## src/rtl/k_and_s_pkg.sv

```systemverilog
// Shared types and constants for the K&S processor control unit and datapath.
package k_and_s_pkg;

    localparam int unsigned OPCODE_W = 8;
    localparam int unsigned ALU_OP_W = 2;
    localparam int unsigned STATE_W  = 4;

    // Opcode reported by the datapath instruction decoder
    typedef enum logic [OPCODE_W-1:0] {
        I_NOP    = 8'h00,
        I_LOAD   = 8'h01,
        I_STORE  = 8'h02,
        I_MOVE   = 8'h03,
        I_ADD    = 8'h04,
        I_SUB    = 8'h05,
        I_AND    = 8'h06,
        I_OR     = 8'h07,
        I_BRANCH = 8'h08,
        I_BZERO  = 8'h09,
        I_BNZERO = 8'h0A,
        I_BNEG   = 8'h0B,
        I_BNNEG  = 8'h0C,
        I_BOV    = 8'h0D,
        I_BNOV   = 8'h0E,
        I_HALT   = 8'h0F
    } decoded_instruction_type;

    // Control FSM states
    typedef enum logic [STATE_W-1:0] {
        S_FETCH  = 4'd0,
        S_DECODE = 4'd1,
        S_LOAD   = 4'd2,
        S_STORE  = 4'd3,
        S_MOVE   = 4'd4,
        S_ALU    = 4'd5,
        S_BRANCH = 4'd6,
        S_NEXT   = 4'd7,
        S_HALT   = 4'd8
    } ctrl_state_t;

    // ALU operation select
    localparam logic [ALU_OP_W-1:0] ALU_OR  = 2'b00;
    localparam logic [ALU_OP_W-1:0] ALU_ADD = 2'b01;
    localparam logic [ALU_OP_W-1:0] ALU_SUB = 2'b10;
    localparam logic [ALU_OP_W-1:0] ALU_AND = 2'b11;

    // ALU op for an arithmetic/logic opcode; anything else falls back to OR (pass-through)
    function automatic logic [ALU_OP_W-1:0] alu_op_of(input decoded_instruction_type instr);
        logic [ALU_OP_W-1:0] op;
        op = ALU_OR;
        case (instr)
            I_ADD:   op = ALU_ADD;
            I_SUB:   op = ALU_SUB;
            I_AND:   op = ALU_AND;
            default: op = ALU_OR;
        endcase
        return op;
    endfunction

    // Branch condition evaluated against the flag register
    function automatic logic branch_taken(input decoded_instruction_type instr,
                                          input logic zero_op,
                                          input logic neg_op,
                                          input logic unsigned_overflow);
        logic taken;
        taken = 1'b0;
        case (instr)
            I_BRANCH: taken = 1'b1;
            I_BZERO:  taken = zero_op;
            I_BNZERO: taken = ~zero_op;
            I_BNEG:   taken = neg_op;
            I_BNNEG:  taken = ~neg_op;
            I_BOV:    taken = unsigned_overflow;
            I_BNOV:   taken = ~unsigned_overflow;
            default:  taken = 1'b0;
        endcase
        return taken;
    endfunction

endpackage

```

## src/rtl/control_unit.sv

```systemverilog
// Moore control FSM for the K&S processor: fetch, decode, one execute cycle per instruction.
module control_unit
    import k_and_s_pkg::*;
(
    input  logic                    clk,
    input  logic                    rst_n,
    input  decoded_instruction_type decoded_instruction,
    input  logic                    zero_op,
    input  logic                    neg_op,
    input  logic                    unsigned_overflow,
    input  logic                    signed_overflow,
    output logic                    branch,
    output logic                    pc_enable,
    output logic                    ir_enable,
    output logic                    addr_sel,
    output logic                    c_sel,
    output logic [ALU_OP_W-1:0]     operation,
    output logic                    write_reg_enable,
    output logic                    flags_reg_enable,
    output logic                    ram_write_enable,
    output logic                    halt
);

    ctrl_state_t state;
    ctrl_state_t next_state;

    // No branch condition uses the signed overflow flag
    logic unused_signed_overflow;
    assign unused_signed_overflow = signed_overflow;

    // State register; reset parks the FSM in fetch immediately
    always_ff @(posedge clk or negedge rst_n) begin
        if (!rst_n) begin
            state <= S_FETCH;
        end else begin
            state <= next_state;
        end
    end

    // Next-state and Moore output decode; outputs follow the state register directly so a
    // reset drops every strobe in the same cycle it is asserted
    always_comb begin
        next_state       = S_FETCH;
        branch           = 1'b0;
        pc_enable        = 1'b0;
        ir_enable        = 1'b0;
        addr_sel         = 1'b0;
        c_sel            = 1'b0;
        operation        = ALU_OR;
        write_reg_enable = 1'b0;
        flags_reg_enable = 1'b0;
        ram_write_enable = 1'b0;
        halt             = 1'b0;

        case (state)
            S_FETCH: begin
                addr_sel   = 1'b0;
                ir_enable  = 1'b1;
                next_state = S_DECODE;
            end

            S_DECODE: begin
                case (decoded_instruction)
                    I_LOAD:   next_state = S_LOAD;
                    I_STORE:  next_state = S_STORE;
                    I_MOVE:   next_state = S_MOVE;
                    I_ADD,
                    I_SUB,
                    I_AND,
                    I_OR:     next_state = S_ALU;
                    I_BRANCH,
                    I_BZERO,
                    I_BNZERO,
                    I_BNEG,
                    I_BNNEG,
                    I_BOV,
                    I_BNOV:   next_state = S_BRANCH;
                    I_HALT:   next_state = S_HALT;
                    default:  next_state = S_NEXT;
                endcase
            end

            S_LOAD: begin
                addr_sel         = 1'b1;
                c_sel            = 1'b0;
                write_reg_enable = 1'b1;
                pc_enable        = 1'b1;
                next_state       = S_FETCH;
            end

            S_STORE: begin
                addr_sel         = 1'b1;
                ram_write_enable = 1'b1;
                pc_enable        = 1'b1;
                next_state       = S_FETCH;
            end

            S_MOVE: begin
                operation        = ALU_OR;
                c_sel            = 1'b1;
                write_reg_enable = 1'b1;
                flags_reg_enable = 1'b0;
                pc_enable        = 1'b1;
                next_state       = S_FETCH;
            end

            S_ALU: begin
                // IR is only loaded in fetch, so the opcode is stable here
                operation        = alu_op_of(decoded_instruction);
                c_sel            = 1'b1;
                write_reg_enable = 1'b1;
                flags_reg_enable = 1'b1;
                pc_enable        = 1'b1;
                next_state       = S_FETCH;
            end

            S_BRANCH: begin
                branch     = branch_taken(decoded_instruction, zero_op, neg_op, unsigned_overflow);
                pc_enable  = 1'b1;
                next_state = S_FETCH;
            end

            S_NEXT: begin
                branch     = 1'b0;
                pc_enable  = 1'b1;
                next_state = S_FETCH;
            end

            S_HALT: begin
                halt       = 1'b1;
                next_state = S_HALT;
            end

            default: begin
                next_state = S_FETCH;
            end
        endcase
    end

endmodule

```

## config.mk

```make
export PLATFORM = sky130hd
export DESIGN_NAME = control_unit
export DESIGN_NICKNAME = d
export VERILOG_FILES = /design/src/rtl/k_and_s_pkg.sv /design/src/rtl/control_unit.sv
export SDC_FILE = /design/constraint.sdc
export NUM_CORES = 1
export LEC_CHECK = 0
export CAP_MARGIN = 20
export CORE_AREA = 2 2 39 41
export CTS_CLUSTER_SIZE = 14
export DETAILED_ROUTE_END_ITERATION = 16
export DIE_AREA = 0 0 41 43
export PLACE_DENSITY = 0.73
export SLEW_MARGIN = 0
export SYNTH_ARGS = -nofsm -noshare
export SYNTH_HDL_FRONTEND = slang
export SYNTH_SLANG_ARGS = --single-unit
```

## constraint.sdc

```tcl
create_clock -name clk -period 2.4 [get_ports clk]
set_clock_uncertainty 0.05 [all_clocks]
set_input_delay 0.24 -clock clk [delete_from_list [all_inputs] [get_ports clk]]
set_output_delay 0.24 -clock clk [all_outputs]
set_load 0.02 [all_outputs]
```

## Word-level counts from Yosys, hierarchy flattened

Memories as Yosys holds them, arrays and structs flattened.
Cells that the tools add are included.

- Equality and inequality tests: 18
- Mux-type cells: 14
- Bitwise operators: 3
- Reduce and logical (&&, ||, !) cells: 6

Operators with widths:

| operator | count |
|---|---|
| $eq 8x4->1 const B | 7 |
| $eq 8x3->1 const B | 3 |
| $eq 4x3->1 const B | 4 |
| $pmux 4 s3 | 1 |
| $mux 1 | 9 |
| $eq 4x2->1 const B | 2 |
| $logic_not 4->1 | 2 |
| $pmux 1 s7 | 1 |
| $pmux 2 s3 | 1 |
| $reduce_or 6->1 | 1 |
| $eq 4x1->1 const B | 1 |
| $eq 4x4->1 const B | 1 |
| $mux 4 | 1 |
| $reduce_or 2->1 | 2 |
| $not 1->1 | 3 |
| $reduce_or 3->1 | 1 |
| $mux 2 | 1 |

- Register bits after elaboration: 4
- Memory bits (read-only): 64
- Input port bits: 14
- Output and inout port bits: 11
- Word-level logic and storage cells: 43
- Memories kept: 1

Memory list:

| memory | depth | bits a word | read ports | clocked after Yosys merged registers in | wr ports | RTL line | RTL |
|---|---|---|---|---|---|---|---|
| (name not given) | 16 | 4 | 1 | 0 | 0 | control_unit.sv:63 | `case (decoded_instruction)` |

## Logic depth before layout (Yosys ltp)

Gate-level depths: netlist (run 1).

- Word-level depth: 3
- Mapped depth: 5
- Depth with buffers taken out: 5

## Least setup slack after synthesis (run 1)

No wires, ideal clock.

- Path type: register to output
- Start: reg state[3]
- End: out ram_write_enable
- Arrival: 1.381 ns
- Data required time: 2.110 ns
- Slack: 0.729 ns
- Cell stages (with the launch flop): 3
- Cells stage by stage: dfrtp_1 -> nor3b_1 -> and2_1

- Longest elaborated chain between the ends: 2

RTL lines:

| element | RTL line | RTL |
|---|---|---|
| start, declared | control_unit.sv:24 | `ctrl_state_t state;` |
| start signal, assigned | control_unit.sv:36 | `state <= next_state;` |
| $eq 4x2->1 | control_unit.sv:55 | `case (state)` |
| $mux 1 | control_unit.sv:55 |  |
| end, declared | control_unit.sv:20 | `output logic ram_write_enable,` |

No other way between the ends.

## Final worst setup path (run 1)

- Start: in decoded_instruction[6]
- End: out operation[1]

- Longest elaborated chain between the ends: 3
- Elaborated cells between the ends (all ways): 5
- Classes of those cells: 3 x eq/ne; 2 x mux

RTL lines:

| element | RTL line | RTL |
|---|---|---|
| start, declared | control_unit.sv:7 | `input decoded_instruction_type decoded_instruction,` |
| $eq 8x3->1 | k_and_s_pkg.sv:51 | `case (instr)` |
| $pmux 2 s3 (*) | k_and_s_pkg.sv:51 |  |
| $mux 2 (*) | control_unit.sv:55 |  |
| end, declared | control_unit.sv:17 | `output logic [ALU_OP_W-1:0] operation,` |

Every way passes the cells marked *; elsewhere a longest branch is shown, timed or not.

==> impl_results.md, run 1 <==
* Status: complete, no violations
* WP buf/inv at 2
* Setup ws final at 0.138 ns
* Crit path DAT at 1.97 ns
* Met3 routed WL at 63 µm
* Vias in the first global route at 428
* Final Max Slew Viols at 0
* R2R setup slack at 1.21 ns
* CP cell instances: clkdlybuf4s50_1 -> nor4_4 -> nand4b_1 -> nor2_1 -> clkdlybuf4s50_1
* LEAKAGE at 0.350 nW
* Post-DP HPWL at 859 µm
* Area Overhead vs Synth at 68.1%
* DR vias at 516
* Largest regs: state x4
* Slew HR at 0.779
* Reg2reg start: state[1]$_DFF_PN0_
* Initial Utilization at 0.335
* Critical path's slowest cell: clkdlybuf4s50_1
* Clk sink count at 4
* Clock latency on the worst-skew pair at 0.23 ns
* Clock slew at reported path FFs at 0.04 ns
* Cell Rows at 14
* Die ar. at 1760 µm²
* Commonest cells after routing, fill and taps aside: clkdlybuf4s50_1, nor2_1, buf_4
* Initial antenna violation count at 0
* WL met2 at 513 µm
* Minimum clock period at 2.26 ns
* Drt total wl at 1.08 mm
* GR Overflow Total at 0
* Peak supply drop at 0.255 mV
* Most common cell after layout, fill and taps aside: clkdlybuf4s50_1
* Share of cells above drive strength 1 at 0.169
* Setup violators final at 0
* CTS Buf Count at 3
* Worst setup EP type: primary output
* CP Depth at 5
* Critical path class: input pin to primary output
* Clk root buf: clkbuf_4
* IO Port Bufs at 23
* Largest net degree at the start of global routing at 10
* Die Ht at 43 µm
* Io pins at 25
* Reg with most FFs: state
* DR vias/cell at 4.91
* Ant. Diodes at 0
* Cts hold-fix bufs at 0
* Maximum level of the CTS H-tree at 1
* Wire per inst at 10.3 µm
* R2R Path End: state[3]$_DFF_PN0_
* Cell repeated most along the worst path: clkdlybuf4s50_1
* Crit path largest cell delay at 0.60 ns
* Antenna Violating Nets Remaining at 0
* Synth warn at 0
* Cell Pwr Density at 264 nW/µm²
* Hold slack at 0.161 ns
* Max FFs per register at 4
* Top routing layer used: met4
* Post-Syn Area per Cell at 7.98 µm²
* Distinct cells, synth at 30
* Final nets at 110
* Flops & latches, synth at 4
* Remaining DRCs at 0
* M1 wire length at 497 µm
* First-pass GRT wire length at 1.69 mm
* Number of DRC markers in iteration 0 at 5
* Routability cong. at 0.708
* Detailed-router iteration count before antenna repair at 4
* Critical Path Fanout Max at 4
* Mapped Area at 463 µm²
* Clk buf depth at 2
* Dpl cell area at 727 µm²
* R2r worst-path depth at 3
* Final Hold Fails at 0
* Part of the cycle the worst path needs at 0.943
* CTS tree: built
* Max-cap violations at 0
* Tot GR Track Use at 0.141
* Die width at 41 µm
* Post-Syn Instances at 58
* Total chip power at 0.000205 W
* Fmax at 442 MHz
* Req. time, crit path at 2.11 ns
* Critical path startpoint category: input pin
* Hold Path Class: input pin to asynchronous set/reset pin
* Post-Layout Inst Area at 778 µm²
* Dpl ws at -0.0923 ns
* Core ar. at 1380 µm²
* Syn_nets at 77
* Worst Tran Pin Value at 0.329 ns
* Top delay family on crit path: buffers and inverters
* Seq/Total Area, Yosys at 0.216
layer usage:
layer  vias to the layer above  global-route usage
met5                         -                   0
met4                         0              0.0600
met3                         2              0.0628
met2                        20               0.197
met1                       224               0.181
li1                        270                   -
synth_stat cells, drive strengths merged:
cell type / instances / share of area
nor2: 7 / 0.057
and4bb: 1 / 0.027
nor3b: 1 / 0.016
a21oi: 2 / 0.022
o311ai: 1 / 0.019
nand3: 2 / 0.022
and2: 2 / 0.027
clkbuf: 1 / 0.0081
a21o: 1 / 0.016
o31ai: 1 / 0.027
o21ai: 2 / 0.022
o211ai: 1 / 0.016
mux2: 1 / 0.024
nand3b: 1 / 0.016
nor4: 2 / 0.059
inv: 5 / 0.041
ha: 5 / 0.14
nor2b: 5 / 0.068
buf: 1 / 0.011
nand2b: 1 / 0.014
nor3: 2 / 0.022
nand4b: 1 / 0.019
a31oi: 1 / 0.014
o21a: 1 / 0.016
nand2: 4 / 0.038
o21bai: 1 / 0.016
nand4: 1 / 0.014
dfrtp: 4 / 0.22
cells by family (layout without fill, tap and decap cells):
group	after synthesis	after routing	synth area share
adders and majority gates	5	5	0.135
DFF	4	4	0.216
buffers and inverters	7	38	0.0594
and+or+nand+nor	30	30	0.397
AOI/OAI and AO/OA	11	11	0.168
muxes	1	1	0.0243
worst max-delay path by stage:
stage	startpoint	slack (ns)	end
6_report	decoded_instruction[6]	0.14	operation[1]
3_3_place_gp	decoded_instruction[0]	-0.03	branch
5_1_grt	decoded_instruction[6]	-0.03	operation[1]
2_1_floorplan	state[3]$_DFF_PN0_	0.73	ram_write_enable
3_5_place_dp	decoded_instruction[0]	-0.09	branch
4_1_cts	decoded_instruction[5]	0.06	operation[1]
area by class of cell:
cell class	instances	area, µm²
sequential	4	100
inverter	5	18.8
tap	16	20.0
clock buffer	3	22.5
multi-input combinational	47	335
timing repair buffer	30	282
fill	140	606
timing repair:
action,CTS,global route
setup buffers,0,4
pin swaps,0,1
gates resized for setup,1,1
setup endpoints to repair,1,3
through the flow:
step / TNS [ns] / utilization / instances
5_1_grt: -0.0415 / 0.562 / 105
2_1_floorplan: 0 / - / 58
3_5_place_dp: -0.0923 / 0.525 / 98
4_1_cts: 0 / 0.541 / 101
6_report: 0 / 0.562 / 105
3_3_place_gp: -0.0336 / 0.525 / 98
power breakdown:
group	internal (W)	switching, W	total [W]	leakage (nW)
clock network	0.0000558	0.0000258	0.0000816	0.0138
logic	0.0000329	0.0000227	0.0000557	0.280
registers	0.0000679	0.0000000402	0.0000679	0.0565
total	0.000157	0.0000486	0.000205	0.350
(Power assumes the default switching activity.)
==> run 2, diff against run 1 <==
--- a/config.mk
+++ b/config.mk
@@ -5,12 +5,14 @@
 export SDC_FILE = /design/constraint.sdc
 export NUM_CORES = 1
 export LEC_CHECK = 0
+export ABC_AREA = 1
 export CAP_MARGIN = 20
 export CORE_AREA = 2 2 39 41
 export CTS_CLUSTER_SIZE = 14
 export DETAILED_ROUTE_END_ITERATION = 16
 export DIE_AREA = 0 0 41 43
-export PLACE_DENSITY = 0.73
+export PLACE_DENSITY = 0.76
+export SETUP_SLACK_MARGIN = 0.1
 export SLEW_MARGIN = 0
 export SYNTH_ARGS = -nofsm -noshare
 export SYNTH_HDL_FRONTEND = slang
==> impl_results.md, run 2 <==
* Die width at 41 µm
* WP buf/inv at 4
* IO Port Bufs at 23
* Syn_nets at 101
* CTS tree: built
* Top_reg_cell synth: dfrtp_1
* Setup ws final at 0.353 ns
* Clk sink count at 4
* CP cell instances: clkdlybuf4s50_1 -> ha_1 -> inv_1 -> o21ai_0 -> nand2_1 -> nand3_1 -> nand2_1 -> inv_1 -> dlygate4sd2_1
* Critical path's slowest cell: clkdlybuf4s50_1
* Largest regs: state x4
* Setup violators final at 0
* Remaining DRCs at 0
* Wire per inst at 9.27 µm
* Number of DRC markers in iteration 0 at 18
* Status: complete, no violations
* Post-Syn Area per Cell at 6.16 µm²
* Worst Tran Pin Value at 0.230 ns
* Antenna Violating Nets Remaining at 0
* Seq/Total Area, Yosys at 0.198
* RSZ-0062 raised after global routing: no
* Leading area contributor after synthesis: dfrtp_1
* Commonest cells after routing, fill and taps aside: clkdlybuf4s50_1, inv_1, nand2_1
* Max-cap violations at 0
* Area share of the largest cell type after synthesis at 0.198
* Final nets at 130
* Synth warn at 0
* GR Overflow Total at 0
* Part of the cycle the worst path needs at 0.853
* Cell Pwr Density at 259 nW/µm²
* Initial Utilization at 0.365
* Clk buf depth at 2
* Dpl ws at 0.0692 ns
* Req. time, crit path at 2.11 ns
* Synth top cells by count: inv_1, nand2_1, nor2_1
* Largest cells by area after synthesis: dfrtp_1, inv_1, ha_1, nand2_1, nand3_1
* DR vias at 579
* Distinct cells, synth at 18
* Reg with most FFs: state
* Clk root buf: clkbuf_4
* Post-DP HPWL at 1.00 mm
* Initial antenna violation count at 0
* Share of cells above drive strength 1 at 0.165
* Hold Path Class: input pin to asynchronous set/reset pin
* Slew HR at 0.846
* Die Ht at 43 µm
* Critical path class: input pin to primary output
* Cell Rows at 14
* Clock latency on the worst-skew pair at 0.23 ns
* Ant. Diodes at 0
* LEAKAGE at 0.451 nW
* Most used routing layer: met2
* Post-Syn Instances at 82
* Final Max Slew Viols at 0
* Flops & latches, synth at 4
* Core ar. at 1380 µm²
* Setup bufs post-CTS at 0
* Fmax at 489 MHz
* Vias in the first global route at 531
* Drt total wl at 1.16 mm
* Max FFs per register at 4
* Maximum level of the CTS H-tree at 1
* Most common cell after layout, fill and taps aside: clkdlybuf4s50_1
* Crit path DAT at 1.76 ns
* Clock slew at reported path FFs at 0.04 ns
* Count leader, synth: inv_1
* DR vias/cell at 4.63
* Worst setup EP type: primary output
* Grt met2 use at 0.275
* Routability cong. at 0.829
* Top delay family on crit path: buffers and inverters
* EDFF count, synth at 0
* Area Overhead vs Synth at 56.2%
* Critical Path Fanout Max at 4
* Mapped Area at 505 µm²
* Tot GR Track Use at 0.152
* Grt met1 use at 0.174
* First-pass GRT wire length at 1.89 mm
* Largest net degree at the start of global routing at 7
* GR Util met3 at 0
* Detailed-router iteration count before antenna repair at 4
* Peak supply drop at 0.233 mV
* Critical path startpoint category: input pin
* Final Hold Fails at 0
* Die ar. at 1760 µm²
* TNS Setup at 0 ns
* Crit path largest cell delay at 0.53 ns
* Cts hold-fix bufs at 0
* Minimum clock period at 2.05 ns
* Ys async rst share at 1.00
* Io pins at 25
* CTS Buf Count at 3
run 2: area by class of cell:
cell class | instances | area [µm²]
Tap cell | 16 | 20.0
Inverter | 23 | 86.3
Multi-Input combinational cell | 55 | 319
Timing Repair Buffer | 24 | 241
Clock buffer | 3 | 22.5
Sequential cell | 4 | 100
Fill cell | 131 | 594
run 2: what timing repair did:
item | CTS | global route
gates resized for setup | 1 | 2
setup endpoints to repair | 1 | 2
pin swaps | 0 | 0
run 2: power by group:
| part | leakage (nW) | switching (W) | internal (W) |
|---|---|---|---|
| clock network | 0.0138 | 0.0000272 | 0.0000559 |
| logic | 0.381 | 0.0000253 | 0.0000284 |
| registers | 0.0565 | 0.0000000790 | 0.0000679 |
run 2: final timing paths:
kind                                             start                 end  slack (ns)  cells after the start
worst max-delay path            decoded_instruction[1]              branch        0.35                      9
worst min-delay path                             rst_n  state[0]$_DFF_PN0_        0.15                      1
worst max register to register      state[3]$_DFF_PN0_  state[3]$_DFF_PN0_        1.31                      5
worst min register to register      state[0]$_DFF_PN0_  state[0]$_DFF_PN0_        0.56                      3
max in group asynchronous                        rst_n  state[1]$_DFF_PN0_        1.99                      1
min in group clk                    state[0]$_DFF_PN0_  state[0]$_DFF_PN0_        0.56                      3
run 2: layer usage:
metal,share of wire,vias up
met1,0.41,256
met4,0,0
li1,-,306
met2,0.51,17
met5,0,-
met3,0.071,0
run 2: logic make-up after synthesis:
logic type / after synthesis / share of synthesized area
compound gates: 8 / 0.0842
fa+ha+maj: 5 / 0.124
buf+inv: 23 / 0.171
flops: 4 / 0.198
simple gates: 42 / 0.423
run 2: worst reg2reg max path: cells and delay by family (launching register included):
| kind | cells | cell delay, ns |
|---|---|---|
| AND/OR/NAND/NOR | 4 | 0.45 |
| flip-flops | 1 | 0.44 |
| buffers and inverters | 1 | 0.08 |
run 2: metrics by stage:
stage          hold WS (ns)  instances  instance area, µm²  total power [W]   util
3_5_place_dp          0.399        122                 763         0.000123  0.552
3_3_place_gp          0.399        122                 763         0.000121  0.552
4_1_cts               0.151        125                 785         0.000206  0.567
2_1_floorplan        -0.106         82                 505        0.0000915      -
6_report              0.148        125                 790         0.000205  0.571
5_1_grt               0.167        125                 790         0.000216  0.571
==> run 3, diff against run 2 <==
--- a/config.mk
+++ b/config.mk
@@ -12,6 +12,7 @@
 export DETAILED_ROUTE_END_ITERATION = 16
 export DIE_AREA = 0 0 41 43
 export PLACE_DENSITY = 0.76
+export RECOVER_POWER = 25
 export SETUP_SLACK_MARGIN = 0.1
 export SLEW_MARGIN = 0
 export SYNTH_ARGS = -nofsm -noshare
==> impl_results.md, run 3 (synthesis gave the netlist of run 2 again) <==
* Status: complete, no violations
* Post-Layout Inst Area at 790 µm²
* Fin cells at 125
* Initial antenna violation count at 0
* Dpl ws at 0.0692 ns
* WP buf/inv at 4
* Detailed-router iteration count before antenna repair at 4
* Largest net degree at the start of global routing at 7
* Clock slew at reported path FFs at 0.04 ns
* Critical Path Fanout Max at 4
* R2r worst-path depth at 5
* Drt total wl at 1.16 mm
* Final nets at 130
* Largest regs: state x4
* CTS tree: built
* Reg2reg start: state[3]$_DFF_PN0_
* Die width at 41 µm
* Share of cells above drive strength 1 at 0.165
* Total chip power at 0.000204 W
* Reg with most FFs: state
* CTS Buf Count at 3
* Fill cell count at 131
* Die Ht at 43 µm
* R2R setup slack at 1.32 ns
* Vias in the first global route at 531
* Dpl cell area at 763 µm²
* Critical path class: input pin to primary output
* Setup ws final at 0.353 ns
* Core ar. at 1380 µm²
* Clk buf depth at 2
* Cts hold-fix bufs at 0
* LEAKAGE at 0.451 nW
* Fmax at 489 MHz
* Io pins at 25
* Routability cong. at 0.829
* Commonest cells after routing, fill and taps aside: clkdlybuf4s50_1, inv_1, nand2_1
* TNS Setup at 0 ns
* DR vias at 577
* Slew HR at 0.846
* Setup violators final at 0
* Final Hold Fails at 0
* Post-DP HPWL at 1.00 mm
* Clock latency on the worst-skew pair at 0.23 ns
* Top delay family on crit path: buffers and inverters
* Die ar. at 1760 µm²
* Area Overhead vs Synth at 56.2%
* Req. time, crit path at 2.11 ns
* DR vias/cell at 4.62
* Inst Count DP at 122
* Ant. Diodes at 0
* CP cell instances: clkdlybuf4s50_1 -> ha_1 -> inv_1 -> o21ai_0 -> nand2_1 -> nand3_1 -> nand2_1 -> inv_1 -> dlygate4sd2_1
* Maximum level of the CTS H-tree at 1
* Final Max Slew Viols at 0
* Wire per inst at 9.25 µm
* IO Port Bufs at 23
* Tot GR Track Use at 0.152
* Clk sink count at 4
* Number of DRC markers in iteration 0 at 18
* GR Overflow Total at 0
* Max-cap violations at 0
* Antenna Violating Nets Remaining at 0
* Peak supply drop at 0.232 mV
* Remaining DRCs at 0
* Minimum clock period at 2.05 ns
* RSZ-0062 raised after global routing: no
* Part of the cycle the worst path needs at 0.853
* Setup bufs post-CTS at 0
* Hold Path Class: input pin to asynchronous set/reset pin
* R2R Path End: state[3]$_DFF_PN0_
* Cell Rows at 14
* Clk root buf: clkbuf_4
* Crit path DAT at 1.76 ns
* Most common cell after layout, fill and taps aside: clkdlybuf4s50_1
* Crit path largest cell delay at 0.53 ns
* Critical path's slowest cell: clkdlybuf4s50_1
* Max FFs per register at 4
* First-pass GRT wire length at 1.89 mm
* Worst Tran Pin Value at 0.230 ns
* Cell Pwr Density at 259 nW/µm²
* Worst setup EP type: primary output
* Critical path startpoint category: input pin
* Initial Utilization at 0.365
## run 3: stage by stage
step                hold WS (ns)   util
floorplan                 -0.106      -
global placement           0.399  0.552
detailed placement         0.399  0.552
CTS                        0.151  0.567
global route               0.237  0.571
finish                     0.218  0.571
## run 3: worst reg2reg max path, cell delays in order, from the launching register on
cell     delay [ns]
dfrtp_1        0.44
nor2_2         0.17
nand3_1        0.14
inv_2          0.08
nand4_1        0.08
nand2_1        0.06
## run 3: layout make-up
class	count	area, µm²	share of cell area
timing repair buffer	24	241	0.306
clock buffer	3	22.5	0.0285
multi-input combinational	55	319	0.404
sequential	4	100	0.127
inverter	23	86.3	0.109
tap	16	20.0	0.0254
## run 3: how the worst max path moves through the flow
stage | start | to | slack [ns] | cells past startpoint
finish | decoded_instruction[1] | branch | 0.35 | 9
global route | decoded_instruction[1] | branch | 0.21 | 9
CTS | decoded_instruction[3] | operation[0] | 0.19 | 6
detailed placement | decoded_instruction[1] | branch | 0.07 | 9
global placement | decoded_instruction[1] | branch | 0.10 | 9
floorplan | state[3]$_DFF_PN0_ | ram_write_enable | 1.03 | 3
## run 3: what timing repair did
item                                    CTS  global route
endpoints found under the hold margin     0             0
gates resized for setup                   1             2
endpoints found under the setup margin    1             2
## run 3: report_power, final
| part | leakage (nW) | switching [W] | internal (W) | total [W] |
|---|---|---|---|---|
| Clock | 0.0138 | 0.0000271 | 0.0000559 | 0.0000831 |
| Sequential | 0.0565 | 0.0000000790 | 0.0000679 | 0.0000679 |
| Combinational | 0.381 | 0.0000253 | 0.0000280 | 0.0000534 |
## run 3: per-layer routing
layer  routed length (µm)  track usage  vias to the layer above
met4                    0       0.0600                        0
li1                     -            -                      306
met5                    0            0                        -
met2                  597        0.275                       15
met3                   81            0                        0
met1                  477        0.174                      256
